--- src/rtl/rng_pkg.sv ---
//------------------------------------------------------------------------------
// rng_pkg : shared types and helpers for the bounded random-number blocks
// Rev 1.0 : initial release
//------------------------------------------------------------------------------
`default_nettype none

package rng_pkg;

  localparam int RNG_W = 32;

  typedef enum logic [1:0] {
    ST_IDLE = 2'd0,
    ST_MASK = 2'd1,
    ST_DRAW = 2'd2,
    ST_OUT  = 2'd3
  } rng_state_e;

  // Smear the highest set bit downwards, giving the smallest 2^k-1 >= w32.
  function automatic logic [RNG_W-1:0] fill_mask(input logic [RNG_W-1:0] w32);
    logic [RNG_W-1:0] m;
    m = w32;
    m = m | (m >> 1);
    m = m | (m >> 2);
    m = m | (m >> 4);
    m = m | (m >> 8);
    m = m | (m >> 16);
    return m;
  endfunction

endpackage

`default_nettype wire

--- src/rtl/rng_bounded.sv ---
//------------------------------------------------------------------------------
// rng_bounded : maps raw xorshift32 words onto [0, N) by mask-and-reject
// Rev 1.0 : initial release
//------------------------------------------------------------------------------
`default_nettype none

module rng_bounded
  import rng_pkg::*;
#(
  parameter int W     = RNG_W,
  parameter int CNT_W = 16
) (
  input  logic             clk,
  input  logic             rst_n,
  input  logic [W-1:0]     rnd_data,
  output logic             rnd_ready,
  input  logic             req_valid,
  output logic             req_ready,
  input  logic [W-1:0]     req_bound,
  output logic             out_valid,
  input  logic             out_ready,
  output logic [W-1:0]     out_data,
  output logic [CNT_W-1:0] reject_count
);

  rng_state_e       r_state;
  logic [W-1:0]     r_bound;
  logic [W-1:0]     r_mask;
  logic [W-1:0]     r_out;
  logic [CNT_W-1:0] r_rej;

  logic [W-1:0]     w_cand;
  logic             w_accept;
  logic             w_rej_sat;

  assign w_cand    = rnd_data & r_mask;
  // A zero bound stands for the full 2^W range, so every draw is accepted.
  assign w_accept  = (r_bound == '0) || (w_cand < r_bound);
  assign w_rej_sat = (r_rej == {CNT_W{1'b1}});

  always_ff @(posedge clk or negedge rst_n) begin
    if (!rst_n) begin
      r_state <= ST_IDLE;
      r_bound <= '0;
      r_mask  <= '0;
      r_out   <= '0;
      r_rej   <= '0;
    end else begin
      case (r_state)
        ST_IDLE: begin
          if (req_valid) begin
            r_bound <= req_bound;
            r_state <= ST_MASK;
          end
        end
        ST_MASK: begin
          r_mask  <= fill_mask(r_bound - W'(1));
          r_state <= ST_DRAW;
        end
        ST_DRAW: begin
          if (w_accept) begin
            r_out   <= w_cand;
            r_state <= ST_OUT;
          end else if (!w_rej_sat) begin
            r_rej <= r_rej + CNT_W'(1);
          end
        end
        ST_OUT: begin
          if (out_ready) begin
            r_state <= ST_IDLE;
          end
        end
        default: r_state <= ST_IDLE;
      endcase
    end
  end

  // The generator advances on every DRAW edge, so each word is tested once.
  assign rnd_ready    = (r_state == ST_DRAW);
  assign req_ready    = (r_state == ST_IDLE);
  assign out_valid    = (r_state == ST_OUT);
  assign out_data     = r_out;
  assign reject_count = r_rej;

endmodule

`default_nettype wire

--- config.mk ---
export PLATFORM = sky130hd
export DESIGN_NAME = rng_bounded
export DESIGN_NICKNAME = d
export VERILOG_FILES = /design/src/rtl/rng_pkg.sv /design/src/rtl/rng_bounded.sv
export SDC_FILE = /design/constraint.sdc
export NUM_CORES = 1
export LEC_CHECK = 0
export ABC_AREA = 1
export ABC_CLOCK_PERIOD_IN_PS = 2300
export CORE_MARGIN = 5
export CORE_UTILIZATION = 54
export DETAILED_ROUTE_END_ITERATION = 10
export PLACE_DENSITY = 0.81
export SLEW_MARGIN = 15
export SYNTH_ARGS = -nofsm -noshare
export SYNTH_HDL_FRONTEND = slang
export SYNTH_SLANG_ARGS = --single-unit
--- constraint.sdc ---
create_clock -name clk -period 2.3 [get_ports clk]
set_clock_uncertainty 0.05 [all_clocks]
set_input_delay 0.23 -clock clk [delete_from_list [all_inputs] [get_ports clk]]
set_output_delay 0.23 -clock clk [all_outputs]
set_load 0.02 [all_outputs]
==> results.toml, run 1 <==
[timing]
hold_viol_final = 0
maxSlewViolCount = 0
worst_slack_ns = -0.238
fin_crit_ns = 2.54
fmax_ghz = 0.394
fin_tns_setup_ns = -9.27
maxSlewHeadroom_pct = 62.8
fin_crit_sh_pct = 110
holdWs_ns = 0.147
worst_pin_slew_ns = 0.557
setup_violations = 52
rsz0062_at_grt = "yes"

[power_and_ir_drop]
clkPwrFrac_pct = 18.4
power_density_nw_per_um2 = 1220
cellLeakagePower_nw = 5.10
power.internal_mw = 7.21
p_sw_share_pct = 44.9
ir_worst_vdd_v = 0.000987
p_seq_share_pct = 27.1
switchingPower_mw = 5.88
power_frac_comb_pct = 54.5

[setup_path]
end_kind = "flop"
crit_path_max_fanout = 4
required_ns = 2.56
cp-start-kind = "flop"
critical_path_arrival_ns = 2.79
critical_path_class = "flop to flop"

[final_layout]
mostFrequentLayoutCells = "nand2_1, nor2_1, clkdlybuf4s50_1, dfrtp_1, buf_4"
areaGrowthSynthToFinish_pct = 48.7
drive_gt1_share_pct = 28.8
final_nets = 1325
diodes = 0
finish.utilization_pct = 81.3
final_common_cell = "nand2_1"
fill_cells = 780
finalNonFillerCells = 1408

[clocking]
cts_tree = "built"
path_clk_slew_ns = 0.06
htreeDepth = 4
clock_path_buffers = 2
insertion_delay_ns = 0.42
clock-sinks = 114
cts-buffers-inserted = 17
root_buffer = "clkbuf_16"

[drt]
num_vias = 7890
remaining_drc_errors = 0
dr.pass1.iters = 6
drt-total-wl_um = 25800
drt_iter0_markers = 821
vias_per_cell = 5.60
wl_per_cell_um = 18.3
antenna_left = 0

[logic_synthesis]
ys_seq_area_share_pct = 39.5
yosysUniqueCellTypes = 38
synth_top_area_cell = "dfrtp_1"
synthCells = 990
netlist_top_cells_area = "dfrtp_1, nand2_1, nor2_1"
synth-seq-cells = 114
ys_warn_count = 0
syn_avg_cell_area_um2 = 7.29
synth_ff_type = "dfrtp_1"
synth_top_area_share_pct = 39.5
syn-cell-area_um2 = 7220
synth_nets = 1096
synth-edff-count = 0
async_flop_share_pct = 100

[placed_design]
gp_congestion = 0.989
port_buffers = 118
place_ws_ns = -0.191
place_hpwl_um = 16000
dp.cells = 1344

[hold_path]
hold_path_class = "primary input to async pin"

[grt]
globalRouteTotalUtil_pct = 26.4
grt_start_max_net_pins = 70
grt_pass1_wl_um = 33400
antenna_found_initial = 0
grt_pass1_vias = 6939
overflow = 0

[floorplanning]
die_area_um2 = 15800
fp.dieW_um = 126
io_pins = 119
start_util_pct = 54.7
fp.dieH_um = 126
core_area_um2 = 13200
num_rows = 42

[outcome]
status = "finished, violations left"
violations = "negative setup slack"

[run]
cap_viol_max_count = 0
-- power groups by stage --
stage                     Sequential (mW)  Clock [mW]  Combinational [mW]
after floorplan                      3.52           0                3.08
after global placement               3.34           0                5.20
after detailed placement             3.36           0                5.33
after CTS                            3.33        2.42                5.42
after global routing                 3.62        2.53                7.62
final                                3.54        2.41                7.13
-- layout make-up --
cell class	count	area (um^2)	share of cell area [%]
tap	176	220	2.05
multi-input combinational	751	4500	42.0
sequential	114	2860	26.7
timing repair buffer	232	2200	20.6
inverter	103	394	3.67
clock inverter	9	56.3	0.525
clock buffer	23	488	4.55
-- synthesized netlist by cell type (3+ instances only) --
cell / number
dfrtp_1: 114
inv_2: 3
xor2_1: 12
nand3_1: 38
nand2_1: 304
buf_6: 7
inv_1: 100
nor3_1: 11
nor2_2: 19
nor2_1: 154
nand3b_1: 5
a21oi_1: 49
o21ai_2: 32
ha_1: 38
xnor2_1: 6
nand2_2: 9
nand4_1: 32
clkbuf_1: 12
o21ai_1: 7
o21ai_0: 14
-- sequential cells by signal, indices dropped and copies added (netlist names) --
register      flops
out_data         32
r_mask           32
reject_count     16
r_state           2
r_bound          32
-- per-stage QoR --
step | power (mW) | cell area (um^2)
global placement | 8.55 | 9150
detailed placement | 8.68 | 9150
floorplan | 6.60 | 7220
global route | 13.8 | 10700
finish | 13.1 | 10700
CTS | 11.2 | 9720
-- final timing paths --
check                                   start          endpoint  slack [ns]  depth (start not counted)
worst max-delay path               r_mask[29]  reject_count[13]       -0.24                         14
worst min-delay path                    rst_n        r_bound[6]        0.15                          2
worst max register to register     r_mask[29]  reject_count[13]       -0.24                         14
worst min register to register   out_data[16]      out_data[16]        0.44                          2
max in group asynchronous               rst_n       r_bound[30]        1.36                          3
min in group clk                req_bound[15]       r_bound[15]        0.34                          3
-- per-layer routing --
layer | up-vias | routed length, um | global-route usage [%] | share of wire, %
li1 | 3622 | - | - | -
met1 | 3695 | 10200 | 36.5 | 40
met2 | 475 | 12600 | 41.4 | 49
met3 | 98 | 2080 | 6.06 | 8.1
met4 | 0 | 864 | 8.04 | 3.3
met5 | - | 0 | 0 | 0
-- worst max-delay path: stages, from the launching register on --
cell and delay, ns:
dfrtp_1 0.39, nand2_1 0.12, inv_2 0.07, ha_4 0.28
nand2_2 0.07, nor2_2 0.14, nand4_1 0.18, nor4_2 0.33
nand2_2 0.13, nand2_4 0.14, buf_6 0.13, nand4_4 0.10
buf_4 0.18, nand2_1 0.07, nand2_1 0.06
-- cells by family (layout without fill, tap and decap cells) --
kind of cell | Yosys count | after routing | share of synthesized area (%)
adders and majority gates | 38 | 38 | 6.59
DFF | 114 | 114 | 39.5
and+or+nand+nor | 583 | 584 | 34.7
buffers and inverters | 126 | 367 | 7.35
AOI/OAI and AO/OA | 111 | 111 | 9.64
xor gates and xnor gates | 18 | 18 | 2.18
-- timing repair --
action / CTS / global route
setup buffers: 2 / 21
setup endpoints to repair: 46 / 79
gates cloned: 0 / 8
gates resized for setup: 0 / 199
hold endpoints to repair: 114 / 0
pin swaps: 0 / 44
hold buffers: 1 / 0
Note: power is estimated with default switching activity, not from simulation.
==> run 2: changes to the inputs <==
--- a/constraint.sdc
+++ b/constraint.sdc
@@ -4,2 +4,2 @@
 set_output_delay 0.23 -clock clk [all_outputs]
-set_load 0.02 [all_outputs]
+set_load 0.1 [all_outputs]
==> results.toml, run 2 (synthesized netlist as in run 1, its figures left out) <==
[outcome]
status = "finished, violations left"
violations = "negative setup slack"

[setup_path]
r2r-start = "r_mask[26]"
r2r_cells = 14
critical_path_class = "flop to flop"
slowest_delay_ns = 0.42
r2r_end = "out_data[12]"
crit_top_cell = "nand2_1"
critical_path_arrival_ns = 2.89
crit_chain = "nand2_1, inv_1, ha_1, nand2_1, inv_1, nand4_1, nor4_4, nand2_2, nand2_4, nand2_4, nand2_8, clkbuf_16, nand2_1, o21ai_2"
crit_slowest_cell = "dfrtp_1"
ff2ff_setup_slack_ns = -0.30
crit_path_max_fanout = 8
required_ns = 2.58
end_kind = "flop"
cp-start-kind = "flop"

[final_layout]
areaGrowthSynthToFinish_pct = 43.9
final_common_cell = "nand2_1"
finalNonFillerCells = 1409
fill_cells = 878
final_nets = 1326
diodes = 0
drive_gt1_share_pct = 28.9
fin_area_um2 = 10400
mostFrequentLayoutCells = "nand2_1, buf_4, nor2_1, dfrtp_1, inv_1"

[floorplanning]
num_rows = 42
core_area_um2 = 13200
die_area_um2 = 15800
fp.dieH_um = 126
fp.dieW_um = 126
io_pins = 119
start_util_pct = 54.7

[drt]
dr.pass1.iters = 6
antenna_left = 0
wl_per_cell_um = 18.0
vias_per_cell = 5.58
num_vias = 7868
drt_iter0_markers = 814
drt-total-wl_um = 25300
remaining_drc_errors = 0

[clocking]
cts_tree = "built"
insertion_delay_ns = 0.42
clock-sinks = 114
path_clk_slew_ns = 0.06
root_buffer = "clkbuf_16"
clock_path_buffers = 2
cts-buffers-inserted = 17
htreeDepth = 4

[placed_design]
dp.cells = 1340
port_buffers = 118
place_hpwl_um = 16300
postPlaceCellArea_um2 = 9040
gp_congestion = 0.950
place_ws_ns = -0.215

[grt]
antenna_found_initial = 0
grt_start_max_net_pins = 65
grt_pass1_vias = 7112
globalRouteTotalUtil_pct = 28.2
grt_pass1_wl_um = 35600
overflow = 0

[power_and_ir_drop]
cellLeakagePower_nw = 5.12
power_density_nw_per_um2 = 1390
ir_worst_vdd_v = 0.00104

[timing]
holdWs_ns = 0.232
fin_crit_sh_pct = 113
hold_viol_final = 0
maxSlewViolCount = 0
rsz0062_at_grt = "yes"
fin_crit_ns = 2.60
worst_pin_slew_ns = 0.784
worst_slack_ns = -0.303
fmax_ghz = 0.384
setup_violations = 56
maxSlewHeadroom_pct = 47.7

[run]
cap_viol_max_count = 0

[hold_path]
hold_path_class = "primary input to async pin"
==> run 2: changes by cell type in the layout (fill, tap and decap cells not counted), moves of 4 or more <==
cell             previous run  this run
buf_4                      98       146
clkdlybuf4s50_1           117        66
dfrtp_1                   109       102
dfrtp_2                     5        10
inv_1                      83        89
nand2_1                   240       282
nand2_2                    43        26
nand2_4                    31         7
nor2_1                    122       126
nor2_4                     13         8
==> run 2: worst max path at each step <==
stage | from | end | cells after the start
floorplan | r_state[0] | r_bound[23] | 6
global placement | rnd_data[29] | reject_count[11] | 15
detailed placement | rnd_data[31] | reject_count[1] | 15
CTS | r_bound[1] | out_data[15] | 14
global route | r_mask[27] | out_data[25] | 16
finish | r_mask[26] | out_data[12] | 14
==> run 2: cell type report <==
cell class / count / area [um^2] / share of cell area (%)
clock buffers: 22 / 484 / 4.66
clock inverters: 10 / 106 / 1.02
inverters: 103 / 387 / 3.72
multi-input cells: 751 / 4160 / 40.0
flip-flops and latches: 114 / 2870 / 27.7
well taps: 176 / 220 / 2.12
repair buffers: 233 / 2160 / 20.8
==> run 2: power by group <==
part	leakage [nW]	internal (mW)	switching, mW	total, mW
sequential	1.31	2.76	0.628	3.39
combinational	3.51	2.71	5.73	8.44
clock	0.295	1.70	0.938	2.63
total	5.12	7.17	7.30	14.5
==> run 2: routing by layer <==
| metal | track usage [%] | vias up | part of all wire (%) |
|---|---|---|---|
| li1 | - | 3642 | - |
| met1 | 37.9 | 3706 | 40 |
| met2 | 45.0 | 426 | 47 |
| met3 | 6.57 | 94 | 8.5 |
| met4 | 9.89 | 0 | 4.4 |
| met5 | 0 | - | 0 |
==> run 2: worst max-delay path: cells and delay by family, from the launching register on <==
kind	cells	cell delay, ns
DFF	1	0.42
buffers and inverters	3	0.33
and+or+nand+nor	9	1.36
adders and majority gates	1	0.29
AOI/OAI and AO/OA	1	0.08
==> run 2: through the flow <==
step	utilization (%)	power [mW]	setup TNS (ns)
floorplan	-	8.32	0
global placement	68.6	10.2	-3.83
detailed placement	68.6	10.4	-8.57
CTS	74.6	13.3	-0.00221
global route	78.7	15.1	-18.16
finish	78.7	14.5	-12.80
==> run 2: what timing repair did <==
item | in CTS | in global routing
endpoints found under the setup margin | 55 | 78
hold buffers | 1 | 0
gates cloned | 1 | 8
setup buffers | 18 | 9
pin swaps | 0 | 14
endpoints found under the hold margin | 29 | 0
gates resized for setup | 15 | 87
